`src/rtl/cr_iu_gated_clk_regbank_if.sv`:
```
// Write, clear and dual read-port bundle for cr_iu_gated_clk_regbank.
// The requester drives the master side and the register bank is the slave.
interface cr_iu_gated_clk_regbank_if #(
    parameter int WIDTH = 32,
    parameter int DEPTH = 4
);
    localparam int AW = $clog2(DEPTH);
    localparam int BW = WIDTH / 8;

    logic             x_write_en;
    logic [AW-1:0]    x_write_idx;
    logic [BW-1:0]    x_write_be;
    logic [WIDTH-1:0] write_data;
    logic             x_clr_all;
    logic [AW-1:0]    x_rd_idx0;
    logic [AW-1:0]    x_rd_idx1;
    logic [WIDTH-1:0] x_rd_data0;
    logic [WIDTH-1:0] x_rd_data1;
    logic             x_rd_vld0;
    logic             x_rd_vld1;
    logic [DEPTH-1:0] x_vld_vec;

    modport master (
        output x_write_en, x_write_idx, x_write_be, write_data, x_clr_all,
        output x_rd_idx0, x_rd_idx1,
        input  x_rd_data0, x_rd_data1, x_rd_vld0, x_rd_vld1, x_vld_vec
    );

    modport slave (
        input  x_write_en, x_write_idx, x_write_be, write_data, x_clr_all,
        input  x_rd_idx0, x_rd_idx1,
        output x_rd_data0, x_rd_data1, x_rd_vld0, x_rd_vld1, x_vld_vec
    );
endinterface

```
`src/rtl/cr_iu_gated_clk_regbank.sv`:
```
// Small register bank where every entry runs on its own gated clock, with
// byte-enable writes, a global clear and two combinational read ports.

module gated_clk_cell (
    input  logic clk_in,
    input  logic global_en,
    input  logic module_en,
    input  logic local_en,
    input  logic external_en,
    input  logic pad_yy_gate_clk_en_b,
    input  logic pad_yy_test_mode,
    output logic clk_out
);
    logic clk_en_bf_latch;
    logic clk_en_af_latch;

    assign clk_en_bf_latch = (global_en & module_en & local_en) | external_en
                           | ~pad_yy_gate_clk_en_b | pad_yy_test_mode;

    // Enable is captured while the clock is low so the gated clock never glitches.
    always_latch begin
        if (!clk_in) begin
            clk_en_af_latch <= clk_en_bf_latch;
        end
    end

    assign clk_out = clk_in & clk_en_af_latch;
endmodule

module cr_iu_gated_clk_regbank #(
    parameter int WIDTH  = 32,
    parameter int DEPTH  = 4,
    parameter int BYPASS = 0
) (
    input  logic forever_cpuclk,
    input  logic cpurst_b,
    input  logic cp0_yy_clk_en,
    input  logic pad_yy_gate_clk_en_b,
    input  logic pad_yy_test_mode,
    input  logic x_randclk_reg_mod_en_w32,
    cr_iu_gated_clk_regbank_if.slave bus
);
    localparam int AW = $clog2(DEPTH);
    localparam int BW = WIDTH / 8;

    logic [WIDTH-1:0] entry_data [DEPTH];
    logic [DEPTH-1:0] valid_vec;
    logic [DEPTH-1:0] wr_hit;
    logic [DEPTH-1:0] entry_clk;
    logic             wr_be_any;
    logic             fwd_en;

    assign wr_be_any = |bus.x_write_be;

    for (genvar i = 0; i < DEPTH; i++) begin : g_entry
        logic [WIDTH-1:0] data_q;
        logic             vld_q;

        assign wr_hit[i] = bus.x_write_en && (bus.x_write_idx == AW'(i)) && wr_be_any;

        gated_clk_cell u_gate (
            .clk_in               (forever_cpuclk),
            .global_en            (cp0_yy_clk_en),
            .module_en            (x_randclk_reg_mod_en_w32),
            .local_en             (wr_hit[i] | bus.x_clr_all | ~cpurst_b),
            .external_en          (1'b0),
            .pad_yy_gate_clk_en_b (pad_yy_gate_clk_en_b),
            .pad_yy_test_mode     (pad_yy_test_mode),
            .clk_out              (entry_clk[i])
        );

        // The gate may also be forced open by test pins, so the update is qualified again here.
        always_ff @(posedge entry_clk[i]) begin
            if (!cpurst_b || bus.x_clr_all) begin
                data_q <= '0;
                vld_q  <= 1'b0;
            end else if (wr_hit[i]) begin
                for (int b = 0; b < BW; b++) begin
                    if (bus.x_write_be[b]) begin
                        data_q[8*b +: 8] <= bus.write_data[8*b +: 8];
                    end
                end
                vld_q <= 1'b1;
            end
        end

        assign entry_data[i] = data_q;
        assign valid_vec[i]  = vld_q;
    end

    assign bus.x_vld_vec = valid_vec;
    assign fwd_en = (BYPASS != 0) && bus.x_write_en && !bus.x_clr_all;

    logic [AW-1:0]    rd_idx  [2];
    logic [WIDTH-1:0] rd_data [2];
    logic             rd_vld  [2];
    logic             rd_hit  [2];

    assign rd_idx[0] = bus.x_rd_idx0;
    assign rd_idx[1] = bus.x_rd_idx1;

    // Indices past the last entry match nothing and therefore read as zero, even when forwarding.
    always_comb begin
        for (int p = 0; p < 2; p++) begin
            rd_data[p] = '0;
            rd_vld[p]  = 1'b0;
            rd_hit[p]  = 1'b0;
            for (int i = 0; i < DEPTH; i++) begin
                if (rd_idx[p] == AW'(i)) begin
                    rd_data[p] = entry_data[i];
                    rd_vld[p]  = valid_vec[i];
                    rd_hit[p]  = 1'b1;
                end
            end
            if (fwd_en && rd_hit[p] && (rd_idx[p] == bus.x_write_idx)) begin
                for (int b = 0; b < BW; b++) begin
                    if (bus.x_write_be[b]) begin
                        rd_data[p][8*b +: 8] = bus.write_data[8*b +: 8];
                    end
                end
                rd_vld[p] = rd_vld[p] | wr_be_any;
            end
        end
    end

    assign bus.x_rd_data0 = rd_data[0];
    assign bus.x_rd_data1 = rd_data[1];
    assign bus.x_rd_vld0  = rd_vld[0];
    assign bus.x_rd_vld1  = rd_vld[1];
endmodule

```
`src/flat_wrapper.sv`:
```
// flat-port wrapper written by rule: the top's interface ports become plain ports
module cr_iu_gated_clk_regbank_flat 
#(
    parameter int WIDTH  = 32,
    parameter int DEPTH  = 4,
    parameter int BYPASS = 0
)
  (forever_cpuclk, cpurst_b, cp0_yy_clk_en, pad_yy_gate_clk_en_b, pad_yy_test_mode, x_randclk_reg_mod_en_w32, bus_x_write_en, bus_x_write_idx, bus_x_write_be, bus_write_data, bus_x_clr_all, bus_x_rd_idx0, bus_x_rd_idx1, bus_x_rd_data0, bus_x_rd_data1, bus_x_rd_vld0, bus_x_rd_vld1, bus_x_vld_vec);
  cr_iu_gated_clk_regbank_if #(.WIDTH(WIDTH), .DEPTH(DEPTH)) bus_i ();
  input  logic forever_cpuclk;
  input  logic cpurst_b;
  input  logic cp0_yy_clk_en;
  input  logic pad_yy_gate_clk_en_b;
  input  logic pad_yy_test_mode;
  input  logic x_randclk_reg_mod_en_w32;
  input wire logic [$bits(bus_i.x_write_en)-1:0] bus_x_write_en;
  input wire logic [$bits(bus_i.x_write_idx)-1:0] bus_x_write_idx;
  input wire logic [$bits(bus_i.x_write_be)-1:0] bus_x_write_be;
  input wire logic [$bits(bus_i.write_data)-1:0] bus_write_data;
  input wire logic [$bits(bus_i.x_clr_all)-1:0] bus_x_clr_all;
  input wire logic [$bits(bus_i.x_rd_idx0)-1:0] bus_x_rd_idx0;
  input wire logic [$bits(bus_i.x_rd_idx1)-1:0] bus_x_rd_idx1;
  output wire logic [$bits(bus_i.x_rd_data0)-1:0] bus_x_rd_data0;
  output wire logic [$bits(bus_i.x_rd_data1)-1:0] bus_x_rd_data1;
  output wire logic [$bits(bus_i.x_rd_vld0)-1:0] bus_x_rd_vld0;
  output wire logic [$bits(bus_i.x_rd_vld1)-1:0] bus_x_rd_vld1;
  output wire logic [$bits(bus_i.x_vld_vec)-1:0] bus_x_vld_vec;
  assign bus_i.x_write_en = bus_x_write_en;
  assign bus_i.x_write_idx = bus_x_write_idx;
  assign bus_i.x_write_be = bus_x_write_be;
  assign bus_i.write_data = bus_write_data;
  assign bus_i.x_clr_all = bus_x_clr_all;
  assign bus_i.x_rd_idx0 = bus_x_rd_idx0;
  assign bus_i.x_rd_idx1 = bus_x_rd_idx1;
  assign bus_x_rd_data0 = bus_i.x_rd_data0;
  assign bus_x_rd_data1 = bus_i.x_rd_data1;
  assign bus_x_rd_vld0 = bus_i.x_rd_vld0;
  assign bus_x_rd_vld1 = bus_i.x_rd_vld1;
  assign bus_x_vld_vec = bus_i.x_vld_vec;
  cr_iu_gated_clk_regbank #(.WIDTH(WIDTH), .DEPTH(DEPTH), .BYPASS(BYPASS)) u_core (.forever_cpuclk(forever_cpuclk), .cpurst_b(cpurst_b), .cp0_yy_clk_en(cp0_yy_clk_en), .pad_yy_gate_clk_en_b(pad_yy_gate_clk_en_b), .pad_yy_test_mode(pad_yy_test_mode), .x_randclk_reg_mod_en_w32(x_randclk_reg_mod_en_w32), .bus(bus_i));
endmodule
```
`config.mk`:
```
export PLATFORM = sky130hd
export DESIGN_NAME = cr_iu_gated_clk_regbank_flat
export DESIGN_NICKNAME = d
export VERILOG_FILES = /design/src/rtl/cr_iu_gated_clk_regbank_if.sv /design/src/rtl/cr_iu_gated_clk_regbank.sv /design/src/flat_wrapper.sv
export SDC_FILE = /design/constraint.sdc
export NUM_CORES = 1
export LEC_CHECK = 0
export BUFFER_PORTS_ARGS = -buffer_cell sky130_fd_sc_hd__buf_2
export CAP_MARGIN = 10
export CORE_ASPECT_RATIO = 0.6
export CORE_UTILIZATION = 35
export DETAILED_ROUTE_END_ITERATION = 10
export GPL_ROUTABILITY_DRIVEN = 1
export PLACE_DENSITY = 0.64
export SYNTH_ARGS = -nofsm -noshare
export SYNTH_HDL_FRONTEND = slang
export SYNTH_SLANG_ARGS = --single-unit
```
`constraint.sdc`:
```
create_clock -name vclk -period 1
set_clock_uncertainty 0.05 [all_clocks]
set_input_delay 0.05 -clock vclk [all_inputs]
set_output_delay 0.05 -clock vclk [all_outputs]
set_load 0.02 [all_outputs]
```
---- After elaboration in Yosys (flattened, before gate mapping) ----
Cells that the tools add are included.
word-level totals
  bits in registers ....................... 132
  bits in latches ......................... 4
  input bits .............................. 50
  output and inout port bits .............. 70
operators by class
  equal/unequal tests ..................... 9
  multiplexer cells ....................... 20
  bitwise gates (word level) .............. 27
  reductions and logical operators ........ 30
operators by type and width
  operator                                                         number
  32-bit 2-to-1 mux                                                8
  2-bit AND reduction                                              16
  1-bit OR                                                         16
  2-bit == test, second input constant                             6
  1-bit 2-to-1 mux                                                 12
  1-bit AND                                                        9
  1-bit logical AND                                                8
  2-bit by 1-bit == test with 1-bit output, second input constant  3
  2-bit zero test                                                  3
  4-bit OR reduction                                               1
  1-bit NOT                                                        2
  1-bit zero test                                                  1
  1-bit logical OR                                                 1

---- Depth between registers and ports, before layout ----
Gate-level depths: netlist of run 1.
  word-level depth ........................ 9
  mapped depth ............................ 5
  gate-level depth less buffers ........... 3

---- Cells and area by module ----
A second synthesis of run 1 with hierarchy kept.
unflattened totals
  cells, all modules ...................... 680
  area total of the unflattened synthesis .. 6,756.5 um2
modules (own cells, without submodules)
  module                   times used  cells an instance  area an instance (um2)  sequential area each (um2)
  cr_iu_gated_clk_regbank  1           660                6,616.3                 2,642.5
  gated_clk_cell           4           5                  35.0                    0.0

==> results of run 1 <==
## power breakdown
group	internal, uW	switching (uW)	total [uW]
logic	588	801	1390
clock network	0.000267	0	0.000267
registers	351	38.4	389
total	939	839	1780
## final cells by class
class,count,area share [%]
repair buffers,154,19.4
flip-flops and latches,136,33.0
diodes,2,0.0611
well taps,240,3.66
multi-input cells,469,43.7
inverters,4,0.183
## synth_stat cells
| master | count |
|---|---|
| a21oi_1 | 105 |
| and2_1 | 4 |
| and4_1 | 4 |
| and4b_1 | 8 |
| and4bb_2 | 4 |
| buf_2 | 25 |
| buf_4 | 16 |
| buf_6 | 6 |
| clkbuf_1 | 14 |
| clkbuf_2 | 3 |
| dfxtp_1 | 132 |
| dlxtn_1 | 4 |
| inv_1 | 4 |
| mux2i_1 | 32 |
| mux4_2 | 66 |
| nand2_1 | 192 |
| nand2b_1 | 3 |
| nand4_1 | 5 |
| nand4b_1 | 1 |
| nand4b_2 | 8 |
| nor2_1 | 33 |
| nor4_1 | 1 |
| or3_1 | 1 |
| or3b_1 | 1 |
| or4_1 | 1 |
## repair_timing
item	in CTS	in global routing
endpoints found under the setup margin	66	66
gates cloned	5	2
resized for setup	124	35
pin swaps	0	0
buffers inserted	5	1
hold buffers	0	0
## per-layer routing
metal | share of wire (%) | global-route usage, % | vias up
met5 | 0 | 0 | -
met4 | 0 | 0.427 | 0
met3 | 6.8 | 1.44 | 0
met2 | 43 | 30.2 | 213
met1 | 50 | 31.3 | 2657
li1 | - | - | 2561
## worst paths after layout
check  slack (ps)             start            endpoint  cells after the start
min           590  bus_x_rd_idx0[1]   bus_x_rd_data0[7]                      4
max          -140  bus_x_rd_idx1[0]  bus_x_rd_data1[22]                      4
## critical path, cell delays in order
cell and delay, ps:
buf_16 140, clkbuf_16 180, mux4_2 510, buf_6 150
## flip-flops by register name, indices dropped and copies added, names as in the netlist
signal	cells
u_core.g_entry.data_q	128
u_core.g_entry.u_gate.clk_en_af_latch	4
u_core.g_entry.vld_q	4
## cells by family (layout without fill, tap and decap cells)
logic type	after synthesis	in the layout	synth area share, %
and+or+nand+nor	266	266	18.6
DFF	132	132	39.6
AOI/OAI and AO/OA	105	105	7.88
muxes	98	98	27.1
buffers and inverters	68	158	5.93
latches	4	4	0.900
other	0	2	0
## stage by stage
step                      utilization (%)  hold slack, ps  power [uW]  instances
after floorplan                         -             459        1130        673
final                                44.7             595        1780       1005
after detailed placement             40.6             657        1560        990
after global placement               40.6             648        1540        990
after CTS                            43.7             552        1750       1000
after global routing                 44.6             609        1880       1003
==> results.json, run 1 <==
{
  "synthCells": 673,
  "rsz0062_at_grt": "yes",
  "via_per_inst": 5.40,
  "relSlewSlack_pct": 51.6,
  "slew_viol_final": 0,
  "fillCellCount": 1763,
  "yosys_register_bits": 136,
  "ys_types": 25,
  "synth_top_area_share_pct": 39.6,
  "rows": 38,
  "required_ps": 900,
  "core_area_sq_mm": 0.0184,
  "final.setup.tns_ps": -6230,
  "synth_area_sq_mm": 0.00667,
  "initial_core_util_pct": 36.4,
  "nets": 815,
  "dp_hpwl_microns": 13500,
  "finalCritPeriodShare_pct": 114,
  "unclocked_regs": 136,
  "setup_ws_ps": -140,
  "grt_pass1_vias": 5012,
  "wl_per_cell_microns": 19.7,
  "first_pass_iters": 6,
  "dpl_cell_area_sq_mm": 0.00745,
  "pre_cts_slack_ps": -236,
  "grt_util_all_layers_pct": 19.6,
  "antenna_found_initial": 1,
  "area_growth_pct": 22.8,
  "cp.arrival_ps": 1040,
  "ioPinCount": 120,
  "port_buffers": 120,
  "hold_class": "in2out",
  "multi_input_area_sq_mm": 0.00358,
  "critPathKind": "in2out",
  "fp.dieW_microns": 180,
  "die_area_sq_mm": 0.0196,
  "drtIter0Drc": 297,
  "grt_pass1_wl_microns": 29700,
  "grt_max_degree": 73,
  "path_max_fanout": 6,
  "cellPowerDensity_mw_per_mm2": 217,
  "drtAntennaViolNets": 0,
  "untimed_endpoints": 140,
  "layout_common_cells": "nand2_1 (192), dfxtp_1 (132), a21oi_1 (105), buf_6 (71), mux4_2 (66)",
  "setup_violations": 66,
  "fin_area_sq_mm": 0.00820,
  "die_h_microns": 109,
  "post-route-min-period_ps": 1140,
  "peakVddDrop_v": 0.000206,
  "crit_path_end_kind": "output port",
  "synth_warnings": 0,
  "grt_overflow": 0,
  "ff_latch_area_sq_mm": 0.00270,
  "synth_fp_nets": 723,
  "synthTopCellsByArea": "dfxtp_1 (40%), mux4_2 (22%), nand2_1 (11%)",
  "yosysTopAreaCell": "dfxtp_1",
  "wl_microns": 19800,
  "worst_pin_slew_ps": 726,
  "avgSynthCellArea_sq_um": 9.91,
  "final_common_cell": "nand2_1",
  "vias": 5431,
  "status": "finished, violations left",
  "place.gp.congestion": 0.815,
  "cap_violations": 0,
  "remaining_drc_errors": 0,
  "violations": "negative setup slack",
  "finalHoldViolations": 0,
  "drive_above_1_share_pct": 30.5,
  "max_freq_ghz": 0.877,
  "p_leak_uw": 0.00286,
  "start_kind": "primary input"
}
(Power assumes the default switching activity.)
==> run 2: changes to the inputs <==
SKIP_CTS_REPAIR_TIMING = 1   (was unset)
==> results.json, run 2 (synthesis gave the netlist of run 1 again) <==
{
  "status": "finished, violations left",
  "violations": "negative setup slack",
  "antenna_found_initial": 1,
  "p_sw_share_pct": 47.6,
  "largest_registers": "u_core.g_entry.data_q: 128 flops, u_core.g_entry.u_gate.clk_en_af_latch: 4 flops, u_core.g_entry.vld_q: 4 flops",
  "place.gp.congestion": 0.815,
  "wl_microns": 19200,
  "drtIter0Drc": 346,
  "die_area_sq_mm": 0.0196,
  "required_ps": 900,
  "first_pass_iters": 5,
  "grt_pass1_wl_microns": 27900,
  "pwr-share-comb_pct": 77.3,
  "port_buffers": 120,
  "grt_max_degree": 73,
  "die_h_microns": 109,
  "drtAntennaViolNets": 0,
  "setup_ws_ps": -182,
  "rsz0062_at_grt": "yes",
  "layout_common_cells": "nand2_1 (192), dfxtp_1 (132), a21oi_1 (105), buf_2 (80), mux4_2 (66)",
  "max_freq_ghz": 0.846,
  "power.share.sequential_pct": 22.7,
  "p_int_uw": 900,
  "cp_common_cell": "buf_12",
  "core_area_sq_mm": 0.0184,
  "final.setup.tns_ps": -7420,
  "slew_viol_final": 0,
  "worst_pin_slew_ps": 739,
  "nets": 816,
  "p_leak_uw": 0.00282,
  "path_max_fanout": 4,
  "grt_overflow": 0,
  "p_clk_share_pct": 0,
  "untimed_endpoints": 140,
  "critical-path-top-delay-family": "buffers and inverters",
  "rows": 38,
  "total_power_uw": 1720,
  "relSlewSlack_pct": 50.7,
  "grt_pass1_vias": 4869,
  "critPathKind": "in2out",
  "worst_path_max_delay_cell": "mux4_2",
  "post-route-min-period_ps": 1180,
  "ioPinCount": 120,
  "fp.dieW_microns": 180,
  "cpPeakStageDelay_ps": 510,
  "initial_core_util_pct": 36.4,
  "final_common_cell": "nand2_1",
  "p_switching_uw": 816,
  "finalCritPeriodShare_pct": 118,
  "cellPowerDensity_mw_per_mm2": 216,
  "crit_path_end_kind": "output port",
  "remaining_drc_errors": 0,
  "via_per_inst": 5.35,
  "peakVddDrop_v": 0.000231,
  "critical_path_buf_inv_count": 4,
  "cp.arrival_ps": 1080,
  "ff_latch_area_sq_mm": 0.00270,
  "area_growth_pct": 19.2,
  "grt_util_all_layers_pct": 18.1,
  "unclocked_regs": 136,
  "vias": 5376,
  "largest_reg_flops": 128,
  "setup_violations": 66,
  "drive_above_1_share_pct": 30.6,
  "multi_input_area_sq_mm": 0.00358,
  "dp_hpwl_microns": 13500,
  "hold_class": "in2out",
  "wl_per_cell_microns": 19.1,
  "fillCellCount": 1793,
  "cap_violations": 0,
  "finalHoldViolations": 0,
  "start_kind": "primary input",
  "crit_chain": "buf_12, clkbuf_16, buf_12, mux4_2, buf_6",
  "top_register": "u_core.g_entry.data_q"
}
run 2: changes by cell type in the layout (fill, tap and decap cells not counted), sizes merged:
cell	previous run	this run
buf	152	153
diode	2	1
run 2: power groups by stage:
stage               clock (uW)  sequential (uW)  combinational, uW
floorplan                    0              375                757
global placement             0              385               1160
detailed placement           0              387               1170
CTS                          0              388               1170
global route                 0              396               1430
finish                0.000134              389               1330
run 2: metal layers:
layer	up-vias	global-route usage (%)	wire, microns
met1	2629	28.8	9800
li1	2560	-	-
met3	3	1.27	1250
met4	0	0.733	23
met2	184	27.9	8120
met5	-	0	0
run 2: path summary, 6_finish.rpt:
kind,start,slack (ps),cells past startpoint,end
hold / removal,bus_x_rd_idx0[1],570,4,bus_x_rd_data0[3]
setup / recovery,bus_x_rd_idx1[0],-180,5,bus_x_rd_data1[26]
run 2: cell type report:
class | instances | area share (%)
multi-input cells | 469 | 45.1
flip-flops and latches | 136 | 34.0
repair buffers | 155 | 17.0
well taps | 240 | 3.78
inverters | 4 | 0.189
diodes | 1 | 0.0315
run 2: per-stage QoR:
step | cells | utilization (%) | instance area [sq um] | hold slack, ps | setup WS, ps
global placement | 990 | 40.6 | 7450 | 648 | -222
CTS | 990 | 40.6 | 7450 | 660 | -237
finish | 1005 | 43.3 | 7950 | 571 | -182
floorplan | 673 | - | 6730 | 459 | -3.08
detailed placement | 990 | 40.6 | 7450 | 657 | -236
global route | 1004 | 43.3 | 7950 | 607 | -210
run 2: worst min-delay path, stage by stage:
cell and delay [ps]:
buf_8 80, buf_4 130, mux4_2 200, buf_6 120
==> run 3: changes to the inputs <==
CORE_UTILIZATION = 51   (was 35)
PLACE_DENSITY = 0.85   (was 0.64)
SETUP_SLACK_MARGIN = 0.02   (was unset)
==> results.json, run 3 (synthesis gave the netlist of run 1 again) <==
{
  "status": "finished, violations left",
  "violations": "negative setup slack",
  "setup_ws_ps": -160,
  "wl_microns": 18400,
  "endpoint": "bus_x_rd_data1[25]",
  "relSlewSlack_pct": 17.7,
  "critical_path_buf_inv_count": 4,
  "power.share.sequential_pct": 22.6,
  "cap_violations": 0,
  "vias": 5625,
  "worst_pin_slew_ps": 1230,
  "grt_overflow": 0,
  "remaining_drc_errors": 0,
  "max_freq_ghz": 0.862,
  "drtAntennaViolNets": 0,
  "place.gp.congestion": 0.840,
  "hold_class": "in2out",
  "worst_path_max_delay_cell": "mux4_2",
  "grt_pass1_vias": 5097,
  "critPathKind": "in2out",
  "die_area_sq_mm": 0.0136,
  "start_kind": "primary input",
  "path_max_fanout": 5,
  "grt_util_all_layers_pct": 25.1,
  "stdcell_count": 931,
  "finalHoldViolations": 0,
  "port_buffers": 120,
  "crit_chain": "buf_12, buf_12, buf_4, mux4_2, buf_6",
  "drive_above_1_share_pct": 30.8,
  "wl_per_cell_microns": 19.7,
  "p_switching_uw": 814,
  "dp_hpwl_microns": 12300,
  "startpoint": "bus_x_rd_idx1[0]",
  "p_sw_share_pct": 46.9,
  "cp.depth": 5,
  "fillCellCount": 1006,
  "unclocked_regs": 136,
  "critical-path-top-delay-family": "multiplexers",
  "fp.dieW_microns": 150,
  "largest_reg_flops": 128,
  "crit_path_end_kind": "output port",
  "drtIter0Drc": 486,
  "cp_common_cell": "buf_12",
  "grt_pass1_wl_microns": 27200,
  "rsz0062_at_grt": "yes",
  "via_per_inst": 6.04,
  "nets": 818,
  "cp.arrival_ps": 1060,
  "cpPeakStageDelay_ps": 520,
  "slew_viol_final": 0,
  "initial_core_util_pct": 53.8,
  "top_register": "u_core.g_entry.data_q",
  "final_common_cell": "nand2_1",
  "p_leak_uw": 0.00286,
  "finalCritPeriodShare_pct": 116,
  "p_clk_share_pct": 0,
  "rows": 31,
  "p_int_uw": 920,
  "post-route-min-period_ps": 1160,
  "setup_violations": 66,
  "pwr-share-comb_pct": 77.4,
  "required_ps": 900,
  "grt_max_degree": 92,
  "layout_common_cells": "nand2_1 (192), dfxtp_1 (132), a21oi_1 (105), buf_2 (72), mux4_2 (66)",
  "die_h_microns": 90.6,
  "peakVddDrop_v": 0.000254,
  "first_pass_iters": 5,
  "core_area_sq_mm": 0.0124,
  "area_growth_pct": 19.2,
  "dp_cells": 918,
  "largest_registers": "u_core.g_entry.data_q: 128 flops, u_core.g_entry.u_gate.clk_en_af_latch: 4 flops, u_core.g_entry.vld_q: 4 flops",
  "untimed_endpoints": 140,
  "final.setup.tns_ps": -6120,
  "antenna_found_initial": 0,
  "ioPinCount": 120,
  "antennaDiodeCount": 0,
  "cellPowerDensity_mw_per_mm2": 218
}
[run 3: cell count changes in the layout (fill, tap and decap cells not counted), sizes merged]
cell / change
buf: -2
diode: -1
clkbuf: +4
[run 3: final cells by class]
type / instances / area [sq um] / share of cell area, %
inverter: 4 / 15.0 / 0.189
multi-input combinational: 469 / 3580 / 45.0
sequential: 136 / 2700 / 34.0
tap: 165 / 206 / 2.60
timing repair buffer: 157 / 1450 / 18.2
[run 3: power by group through the flow]
stage | combinational (uW) | clock [uW] | sequential (uW)
after detailed placement | 1130 | 0 | 389
after CTS | 1140 | 0 | 390
after global placement | 1110 | 0 | 386
after global routing | 1430 | 0 | 398
final | 1340 | 0 | 392
after floorplan | 782 | 0 | 375
[run 3: routing by layer]
layer,global-route usage (%),up-vias,share of wire (%)
met4,1.85,0,0.41
met3,1.31,8,10
li1,-,2569,-
met2,39.4,329,45
met1,39.6,2719,44
met5,0,-,0
[run 3: worst min-delay path by stage]
stage	startpoint	end	slack, ps	depth (start not counted)
floorplan	bus_x_rd_idx0[0]	bus_x_rd_data0[0]	460	2
global placement	bus_x_rd_idx0[1]	bus_x_rd_data0[30]	670	4
detailed placement	bus_x_rd_idx0[1]	bus_x_rd_data0[30]	660	4
CTS	bus_x_rd_idx0[1]	bus_x_rd_data0[30]	660	4
global route	bus_x_rd_idx0[1]	bus_x_rd_data0[30]	590	4
finish	bus_x_rd_idx0[1]	bus_x_rd_data0[30]	580	4
[run 3: metrics by stage]
step | hold WS, ps | cell area [sq um] | power, uW | util, % | worst slack [ps]
detailed placement | 658 | 7350 | 1520 | 59.2 | -224
floorplan | 456 | 6780 | 1160 | - | 22.8
global route | 588 | 7950 | 1830 | 64.1 | -176
finish | 582 | 7950 | 1730 | 64.1 | -160
global placement | 666 | 7350 | 1500 | 59.2 | -237
CTS | 659 | 7350 | 1530 | 59.2 | -228
